==> src/rtl/pwm_meas_pkg.sv <==
// Shared FSM encoding and default widths for the PWM measurement block.
// Widths here are defaults only; the top module re-exposes them as parameters.
package pwm_meas_pkg;

    localparam int DEF_CNT_W   = 10;
    localparam int DEF_DUTY_W  = 9;
    localparam int DEF_TIMEOUT = 1023;
    localparam int DEF_MCNT_W  = 14;

    typedef enum logic [1:0] {
        ST_IDLE = 2'd0,
        ST_HIGH = 2'd1,
        ST_LOW  = 2'd2
    } meas_state_e;

endpackage

==> src/rtl/pwm_div_serial.sv <==
// Serial restoring divider: quotient of dividend/divisor, one bit per cycle.
// Latency: busy for DUTY_W cycles after start_i; done_o/quot_o valid in the last busy cycle.
// Backpressure: none; start_i is ignored while busy, the caller must check busy_o.
module pwm_div_serial #(
    parameter int DUTY_W = 9,
    parameter int CNT_W  = 10
) (
    input  logic                    clk,
    input  logic                    rst_n,
    input  logic                    start_i,
    input  logic [CNT_W+DUTY_W-1:0] dividend_i,
    input  logic [CNT_W-1:0]        divisor_i,
    output logic                    busy_o,
    output logic                    done_o,
    output logic [DUTY_W-1:0]       quot_o
);

    localparam int SW = $clog2(DUTY_W + 1);

    logic [CNT_W-1:0]  rem_q, rem_d;
    logic [DUTY_W-1:0] lo_q, lo_d;
    logic [DUTY_W-2:0] quot_q, quot_d;
    logic [CNT_W-1:0]  div_q, div_d;
    logic [SW-1:0]     step_q, step_d;
    logic [CNT_W:0]    trial;
    logic [CNT_W:0]    diff;
    logic              ge;

    // The upper dividend part is always below the divisor, so the
    // remainder never needs more than CNT_W bits between steps.
    always_comb begin
        trial  = {rem_q, lo_q[DUTY_W-1]};
        ge     = (trial >= {1'b0, div_q});
        diff   = trial - {1'b0, div_q};
        quot_o = {quot_q, ge};
        rem_d  = rem_q;
        lo_d   = lo_q;
        quot_d = quot_q;
        div_d  = div_q;
        step_d = step_q;
        if (step_q != '0) begin
            rem_d  = ge ? diff[CNT_W-1:0] : trial[CNT_W-1:0];
            lo_d   = {lo_q[DUTY_W-2:0], 1'b0};
            quot_d = quot_o[DUTY_W-2:0];
            step_d = step_q - SW'(1);
        end else if (start_i) begin
            rem_d  = dividend_i[CNT_W+DUTY_W-1:DUTY_W];
            lo_d   = dividend_i[DUTY_W-1:0];
            quot_d = '0;
            div_d  = divisor_i;
            step_d = SW'(DUTY_W);
        end
    end

    always_ff @(posedge clk) begin
        if (!rst_n) begin
            rem_q  <= '0;
            lo_q   <= '0;
            quot_q <= '0;
            div_q  <= '0;
            step_q <= '0;
        end else begin
            rem_q  <= rem_d;
            lo_q   <= lo_d;
            quot_q <= quot_d;
            div_q  <= div_d;
            step_q <= step_d;
        end
    end

    assign busy_o = (step_q != '0);
    assign done_o = (step_q == SW'(1));

endmodule

==> src/rtl/pwm_meas.sv <==
// PWM period/high-time/duty measurement with timeout, overrun flag and period count.
// Latency: results and valid_o appear DUTY_W+1 cycles after the closing rise is detected.
// Backpressure: none; a period closing while the divider is busy is dropped and sets overrun_o.
// Optional: define PWM_SYNC_EN to put a 2-flop synchronizer in front of the sample flop.
module pwm_meas
    import pwm_meas_pkg::*;
#(
    parameter int CNT_W   = DEF_CNT_W,
    parameter int DUTY_W  = DEF_DUTY_W,
    parameter int TIMEOUT = DEF_TIMEOUT,
    parameter int MCNT_W  = DEF_MCNT_W
) (
    input  logic              clk,
    input  logic              rst_n,
    input  logic              pwm_in,
    input  logic              clr_cnt,
    output logic [CNT_W-1:0]  period_o,
    output logic [CNT_W-1:0]  high_o,
    output logic [DUTY_W-1:0] duty_o,
    output logic              valid_o,
    output logic              timeout_o,
    output logic              stuck_lvl_o,
    output logic              overrun_o,
    output logic              busy_o,
    output logic [MCNT_W-1:0] meas_cnt_o
);

    logic pwm_src;

`ifdef PWM_SYNC_EN
    logic [1:0] sync_q;

    always_ff @(posedge clk) begin
        if (!rst_n) begin
            sync_q <= '0;
        end else begin
            sync_q <= {sync_q[0], pwm_in};
        end
    end

    assign pwm_src = sync_q[1];
`else
    assign pwm_src = pwm_in;
`endif

    meas_state_e       state_q, state_d;
    logic              pwm_s_q, pwm_dly_q;
    logic [CNT_W-1:0]  per_q, per_d, hi_q, hi_d;
    logic [CNT_W-1:0]  lat_per_q, lat_per_d, lat_hi_q, lat_hi_d;
    logic [CNT_W-1:0]  period_q, period_d, high_q, high_d;
    logic [DUTY_W-1:0] duty_q, duty_d;
    logic              valid_q, valid_d;
    logic              timeout_q, timeout_d;
    logic              stuck_q, stuck_d;
    logic              ovr_q, ovr_d;
    logic [MCNT_W-1:0] mcnt_q, mcnt_d;
    logic              rise, fall, tmo;
    logic              div_start, div_busy, div_done, ovr_set;
    logic [DUTY_W-1:0] div_quot;

    assign rise = pwm_s_q & ~pwm_dly_q;
    assign fall = ~pwm_s_q & pwm_dly_q;
    assign tmo  = (state_q != ST_IDLE) && (per_q == CNT_W'(TIMEOUT));

    always_comb begin
        state_d   = state_q;
        per_d     = per_q;
        hi_d      = hi_q;
        lat_per_d = lat_per_q;
        lat_hi_d  = lat_hi_q;
        div_start = 1'b0;
        ovr_set   = 1'b0;
        timeout_d = 1'b0;
        stuck_d   = stuck_q;
        // Timeout wins over any edge seen in the same cycle.
        if (tmo) begin
            timeout_d = 1'b1;
            stuck_d   = pwm_s_q;
            state_d   = ST_IDLE;
        end else begin
            case (state_q)
                ST_IDLE: begin
                    if (rise) begin
                        per_d   = CNT_W'(1);
                        hi_d    = CNT_W'(1);
                        state_d = ST_HIGH;
                    end
                end
                ST_HIGH: begin
                    per_d = per_q + CNT_W'(1);
                    if (fall) begin
                        state_d = ST_LOW;
                    end else begin
                        hi_d = hi_q + CNT_W'(1);
                    end
                end
                ST_LOW: begin
                    if (rise) begin
                        if (div_busy) begin
                            ovr_set = 1'b1;
                        end else begin
                            div_start = 1'b1;
                            lat_per_d = per_q;
                            lat_hi_d  = hi_q;
                        end
                        per_d   = CNT_W'(1);
                        hi_d    = CNT_W'(1);
                        state_d = ST_HIGH;
                    end else begin
                        per_d = per_q + CNT_W'(1);
                    end
                end
                default: state_d = ST_IDLE;
            endcase
        end

        valid_d  = div_done;
        period_d = div_done ? lat_per_q : period_q;
        high_d   = div_done ? lat_hi_q  : high_q;
        duty_d   = div_done ? div_quot  : duty_q;

        mcnt_d = mcnt_q;
        ovr_d  = ovr_q | ovr_set;
        if (clr_cnt) begin
            mcnt_d = '0;
            ovr_d  = 1'b0;
        end else if (valid_q) begin
            mcnt_d = mcnt_q + MCNT_W'(1);
        end
    end

    always_ff @(posedge clk) begin
        if (!rst_n) begin
            state_q   <= ST_IDLE;
            pwm_s_q   <= 1'b0;
            pwm_dly_q <= 1'b0;
            per_q     <= '0;
            hi_q      <= '0;
            lat_per_q <= '0;
            lat_hi_q  <= '0;
            period_q  <= '0;
            high_q    <= '0;
            duty_q    <= '0;
            valid_q   <= 1'b0;
            timeout_q <= 1'b0;
            stuck_q   <= 1'b0;
            ovr_q     <= 1'b0;
            mcnt_q    <= '0;
        end else begin
            state_q   <= state_d;
            pwm_s_q   <= pwm_src;
            pwm_dly_q <= pwm_s_q;
            per_q     <= per_d;
            hi_q      <= hi_d;
            lat_per_q <= lat_per_d;
            lat_hi_q  <= lat_hi_d;
            period_q  <= period_d;
            high_q    <= high_d;
            duty_q    <= duty_d;
            valid_q   <= valid_d;
            timeout_q <= timeout_d;
            stuck_q   <= stuck_d;
            ovr_q     <= ovr_d;
            mcnt_q    <= mcnt_d;
        end
    end

    pwm_div_serial #(
        .DUTY_W (DUTY_W),
        .CNT_W  (CNT_W)
    ) u_div (
        .clk        (clk),
        .rst_n      (rst_n),
        .start_i    (div_start),
        .dividend_i ({hi_q, {DUTY_W{1'b0}}}),
        .divisor_i  (per_q),
        .busy_o     (div_busy),
        .done_o     (div_done),
        .quot_o     (div_quot)
    );

    assign period_o    = period_q;
    assign high_o      = high_q;
    assign duty_o      = duty_q;
    assign valid_o     = valid_q;
    assign timeout_o   = timeout_q;
    assign stuck_lvl_o = stuck_q;
    assign overrun_o   = ovr_q;
    assign busy_o      = div_busy;
    assign meas_cnt_o  = mcnt_q;

endmodule

==> config.mk <==
export PLATFORM = sky130hd
export DESIGN_NAME = pwm_meas
export DESIGN_NICKNAME = d
export VERILOG_FILES = /design/src/rtl/pwm_meas_pkg.sv /design/src/rtl/pwm_div_serial.sv /design/src/rtl/pwm_meas.sv
export SDC_FILE = /design/constraint.sdc
export NUM_CORES = 1
export LEC_CHECK = 0
export BUFFER_PORTS_ARGS = -buffer_cell sky130_fd_sc_hd__buf_2
export CAP_MARGIN = 20
export CELL_PAD_IN_SITES_DETAIL_PLACEMENT = 0
export CELL_PAD_IN_SITES_GLOBAL_PLACEMENT = 1
export CORE_UTILIZATION = 25
export DETAILED_ROUTE_END_ITERATION = 7
export PLACE_DENSITY = 0.47
export SYNTH_ARGS = -nofsm -noshare
export SYNTH_HDL_FRONTEND = slang
export SYNTH_HIERARCHICAL = 1
export SYNTH_SLANG_ARGS = --single-unit
==> constraint.sdc <==
create_clock -name clk -period 2.85 [get_ports clk]
set_clock_uncertainty 0.05 [all_clocks]
set_input_delay 0.57 -clock clk [delete_from_list [all_inputs] [get_ports clk]]
set_output_delay 0.57 -clock clk [all_outputs]
set_load 0.02 [all_outputs]
* Yosys cells after proc, flatten, opt, wreduce, memory -nomap -nowiden
Index checks and enable logic that the tools add are counted. W data, S select, Z words.
Storage, ports and cells: flip-flop bits (word level) 131, bits of input ports 4, output and inout port bits 48, word-level logic and storage cells 83
Cells by class: $add $sub $neg 5, magnitude comparators 1, equal/unequal tests 8, multiplexer cells 26, bitwise logic cells 8, reductions and logical operators 15
Operators with widths (number):
- $mux W10 | 6
- $pmux W10 S3 | 1
- $add A10 B1 Y10 const B | 2
- $pmux W10 S2 | 1
- $mux W9 | 2
- $mux W8 | 2
- $add A14 B1 Y14 const B | 1
- $ge A11 B10 Y1 | 1
- $eq A10 B10 Y1 const B | 1
- $sub A10 B10 Y10 | 1
- $mux W1 | 9
- $mux W4 | 2
- $reduce_and A4 Y1 | 2
- $ne A2 B2 Y1 const B | 3
- $reduce_bool A2 Y1 | 3
- $reduce_or A2 Y1 | 3
- $not A1 Y1 | 5
- $eq A4 B1 Y1 const B | 1
- $mux W2 | 2
- $pmux W2 S2 | 1
- $reduce_and A2 Y1 | 2
- $reduce_bool A4 Y1 | 1
- $sub A4 B1 Y4 const B | 1
- $reduce_and A3 Y1 | 1
- other kinds (8) | 9

* Depth between registers and ports, before layout
depth in word-level cells 7, gate-level depth with buffers 17, gate-level depth less buffers 11

* Modules after synthesis
Netlist, hierarchy kept.
By module, submodules not included:
- pwm_meas | times used 1, cells each 413, area an instance 3946.3 um^2, seq. area each 1821.7 um^2
- pwm_div_serial | times used 1, cells each 282, area an instance 2472.4 um^2, seq. area each 820.8 um^2

* Least setup slack after synthesis
No wires, ideal clock.
path kind reg-to-reg, start register u_div.step_q[0], end register u_div.rem_q[7], arrival time 2.994 ns, required time 2.678 ns, path slack -0.316 ns, stages on the path, launching flop included 17, path buffers 7, clock period less this slack 3.166 ns, cells stage by stage dfxtp_1 inv_1 ha_1 and2_1 clkbuf_1 inv_1 buf_6 buf_6 or3_1 buf_2 buf_6 inv_1 buf_2 buf_1 mux2_2 o21ai_0 a21oi_1
Between the ends: longest elaborated chain between the ends 6
Ends and longest elaborated chain:
- start: declaration | RTL line pwm_div_serial.sv:24 | logic [SW-1:0] step_q, step_d;
- start signal: assignment | RTL line pwm_div_serial.sv:67 | step_q <= step_d;
- $reduce_bool A4 Y1 | RTL line pwm_div_serial.sv:71 | assign busy_o = (step_q != '0);
- net busy_o | RTL line pwm_meas.sv:24 | output logic busy_o,
- $mux W1 | RTL line pwm_meas.sv:99 | if (div_busy) begin
- $mux W1 | RTL line pwm_meas.sv:98 | if (rise) begin
- $mux W1 | RTL line pwm_meas.sv:81 | case (state_q)
- $mux W1 | RTL line pwm_meas.sv:76 | if (tmo) begin
- net div_start | RTL line pwm_meas.sv:58 | logic div_start, div_busy, div_done, ovr_set;
- $reduce_bool A2 Y1 (no source line)
- end signal: assignment | RTL line pwm_div_serial.sv:63 | rem_q <= rem_d;
- end: declaration | RTL line pwm_div_serial.sv:20 | logic [CNT_W-1:0] rem_q, rem_d;
The timed path passes the listed nets, and every way through them passes these cells. A chain may end at the register's enable or synchronous reset.

* Final worst setup path
start register state_q[0], end register u_div.rem_q[9]
Between the ends: longest elaborated chain between the ends 4
Ends and longest elaborated chain:
- start: declaration | RTL line pwm_meas.sv:46 | meas_state_e state_q, state_d;
- start signal: assignment | RTL line pwm_meas.sv:150 | state_q <= state_d;
- $eq A2 B2 Y1 or $reduce_bool A2 Y1 (tied branches) | RTL line pwm_meas.sv:81, pwm_meas.sv:63
- $mux W1 or $logic_and A1 B1 Y1 (tied branches) | RTL line pwm_meas.sv:81, pwm_meas.sv:63
- $mux W1 (*) | RTL line pwm_meas.sv:76
- net div_start | RTL line pwm_meas.sv:58
- $reduce_bool A2 Y1 (no source line) (*)
Mark *: on every way through the listed nets, which the timed path passes. The rest lies on a longest branch.

==> impl_metrics.env <==
export IMPL_status="finished, final reports clean"
export IMPL_tightest_slew_ns=0.632
export IMPL_grt_pass1_vias=4772
export IMPL_fin_setup_tns_ns=0
export IMPL_vias_per_cell=4.55
export IMPL_finalPower_mw=6.25
export IMPL_critPathCapture="u_div/rem_q[9]"
export IMPL_wirelength_um=15600
export IMPL_num_nets_final=770
export IMPL_clkTransAtPathRegs_ns=0.06
export IMPL_synth_async_reset_ratio_pct=0
export IMPL_multi_input_area_um2=3470
export IMPL_route_detailed_wl_per_inst_um=14.4
export IMPL_fin_crit_ns=2.60
export IMPL_drtIter0Drc=282
export IMPL_max_slew_margin_rel_pct=57.9
export IMPL_hp_class="in -> reg"
export IMPL_vias=4955
export IMPL_synthDistinctLibCells=76
export IMPL_cts_root_buffer="clkbuf_16"
export IMPL_arrival_ns=2.90
export IMPL_synth_area_um2=6420
export IMPL_grt_pass1_wl_um=25600
export IMPL_htreeDepth=4
export IMPL_crit_path_end_kind="flip-flop"
export IMPL_cts_buffers=17
export IMPL_layout_commonest_cell="dfxtp_1"
export IMPL_ir_drop_uv=446
export IMPL_synth_seq_area_share_pct=41.2
export IMPL_overflow=0
export IMPL_drc=0
export IMPL_ys_flop_type="dfxtp_1"
export IMPL_cts_sinks=132
export IMPL_yosysWarnings=6
export IMPL_leakage_nw=2.86
export IMPL_grt_use_total_pct=12.4
export IMPL_syn_avg_cell_area_um2=9.24
export IMPL_routabilityCongestion=0.771
export IMPL_crit_fanout=6
export IMPL_startpoint_type="flip-flop"
export IMPL_ios=52
export IMPL_area_growth_syn_to_layout_pct=18.1
export IMPL_hpwl_um=10800
export IMPL_antenna_found_initial=0
export IMPL_layout_drive_gt1_share_pct=17.0
export IMPL_cts_hold_buffers=0
export IMPL_start_util_pct=25.5
export IMPL_drv_slew=0
export IMPL_drt_pass1_iterations=4
export IMPL_crit_top_cell="inv_1"
export IMPL_ff2ff_path_depth=10
export IMPL_reg2reg_from="state_q[0]"
export IMPL_clockBufferDepth=2
export IMPL_fmax_mhz=384
export IMPL_rows=58
export IMPL_cts_tree="done"
export IMPL_core_um2=25200
export IMPL_period_share_pct=91.3
export IMPL_ant_nets=0
export IMPL_syn_inst=695
export IMPL_hold_viol=0
export IMPL_reg2reg_to="u_div/rem_q[9]"
export IMPL_cts_repair_resized=0
export IMPL_power_density_nw_per_um2=824
export IMPL_startpoint="state_q[0]"
export IMPL_regArea_um2=2640
export IMPL_die_w_um=162
export IMPL_cp_cell_sequence="inv_1, ha_1, and4bb_4, or3_1, inv_1, mux2i_1, a21boi_0, nand2_1, a2bb2oi_1, o21ai_1"
export IMPL_portBuffers=51
export IMPL_synth_edf_count=0
export IMPL_setup_viol=0
export IMPL_cpPeakStageDelay_ns=0.51
export IMPL_regToRegSetupSlack_ns=0.25
export IMPL_final_cell_mix="dfxtp_1 (132), nand2_1 (86), buf_2 (50)"
export IMPL_synth_seq_cells=132
export IMPL_die_h_um=162
export IMPL_critPathRequiredTime_ns=3.15
export IMPL_diodes=0
export IMPL_n_fill_cell=2635
export IMPL_cap_viol_max_count=0
export IMPL_clock_latency_ns=0.42
export IMPL_rsz0062_at_grt="false"
export IMPL_die_area_um2=26300
export IMPL_timing_worst_setup_path_type="reg -> reg"
export IMPL_post_cts_buffers=0
export IMPL_cp_slowest_cell="a21boi_0"
export IMPL_grt_max_degree=72
[flip-flops by register name, indices dropped and copies added (netlist names)]
name,cells
u_div/lo_q,9
u_div/rem_q,10
period_o,10
duty_o,9
valid_o,1
per_q,10
lat_hi_q,10
lat_per_q,10
stuck_lvl_o,1
pwm_dly_q,1
pwm_s_q,1
timeout_o,1
u_div/div_q,10
meas_cnt_o,14
state_q,2
hi_q,10
overrun_o,1
u_div/quot_q,8
u_div/step_q,4
high_o,10
[worst max-delay path, delay by kind of cell, from the launching register on]
kind / cells / cell delay, ns
AO/OA/AOI/OAI: 3 / 0.77
adder cells (fa/ha/maj): 1 / 0.31
buffers and inverters: 2 / 0.24
flip-flops: 1 / 0.36
multiplexers: 1 / 0.09
AND/OR/NAND/NOR: 3 / 0.72
[synth_stat cells (2+ instances only)]
library cell	count	area [um2]
o21ai_1	21	105
buf_2	8	40.0
buf_1	3	11.3
nor4_1	4	25.0
o31ai_2	2	25.0
dfxtp_1	132	2640
a211oi_4	2	40.0
nand2_1	86	323
buf_6	9	101
inv_1	21	78.8
nor2b_1	35	219
xnor2_1	14	123
xor2_1	9	78.8
o211a_1	10	100
nor3_1	9	45.0
clkbuf_1	19	71.3
and4_1	2	17.5
or3_1	3	18.8
mux2i_1	48	480
nand2b_1	6	37.5
nor4b_2	2	30.0
o31a_1	3	26.3
nand4b_1	2	17.5
o21ai_0	15	75.1
a31oi_1	2	12.5
nand3_1	39	195
ha_1	20	250
and2_1	6	37.5
a21boi_0	23	173
a21oi_1	21	105
o221a_1	5	56.3
mux2_2	8	90.1
nor3b_1	3	22.5
o21a_1	4	30.0
a211o_1	2	17.5
a21o_1	3	22.5
nor2_1	36	135
and3_1	4	25.0
nand4_1	7	43.8
nand3b_1	9	67.6
o211ai_1	3	22.5
[final cells by class]
cell class | count | share of cell area (%)
Clock inverter | 13 | 1.95
Inverter | 21 | 1.04
Multi-Input combinational cell | 508 | 45.8
Timing Repair Buffer | 65 | 5.12
Clock buffer | 19 | 5.84
Sequential cell | 132 | 34.9
Tap cell | 330 | 5.45
[power by group]
part	switching (mW)	leakage (nW)	total [mW]	internal, mW
clock network	0.880	0.277	2.20	1.32
registers	0.134	1.07	2.13	2.00
logic	1.12	1.51	1.92	0.792
total	2.14	2.86	6.25	4.11
[worst min path at each step]
stage,startpoint,to,cells past startpoint
floorplan,lat_hi_q[9],lat_hi_q[9],2
global placement,lat_per_q[7],lat_per_q[7],2
detailed placement,lat_per_q[7],lat_per_q[7],2
CTS,pwm_in,pwm_s_q,2
global route,pwm_in,pwm_s_q,2
finish,pwm_in,pwm_s_q,2
[metrics by stage]
| step | instances | area [um2] | worst slack, ns | hold WS (ns) | util, % |
|---|---|---|---|---|---|
| after detailed placement | 1056 | 6990 | 0.288 | 0.401 | 27.8 |
| final | 1088 | 7580 | 0.249 | 0.316 | 30.1 |
| after global placement | 1056 | 6990 | 0.299 | 0.395 | 27.8 |
| after floorplan | 703 | 6460 | 0.0126 | 0.386 | - |
| after global routing | 1088 | 7580 | 0.0690 | 0.309 | 30.1 |
| after CTS | 1088 | 7580 | 0.242 | 0.299 | 30.1 |
[logic make-up (layout without fill, tap and decap cells)]
| group | after synthesis | after routing | synth area share [%] |
|---|---|---|---|
| flops | 132 | 132 | 41.2 |
| compound gates | 130 | 130 | 14.7 |
| other cells | 1 | 9 | 0.0584 |
| buf+inv | 63 | 118 | 5.30 |
| mux | 56 | 56 | 8.89 |
| fa+ha+maj | 21 | 21 | 4.21 |
| xor+xnor | 23 | 23 | 3.14 |
| simple gates | 269 | 269 | 22.5 |
[metal layers]
layer	vias up	part of all wire, %	GRT usage [%]
met5	-	0	0
met4	0	0.84	4.25
met3	9	2.5	2.68
met2	70	44	18.8
met1	2350	53	17.2
li1	2526	-	-
Note: power is estimated with default switching activity, not from simulation.
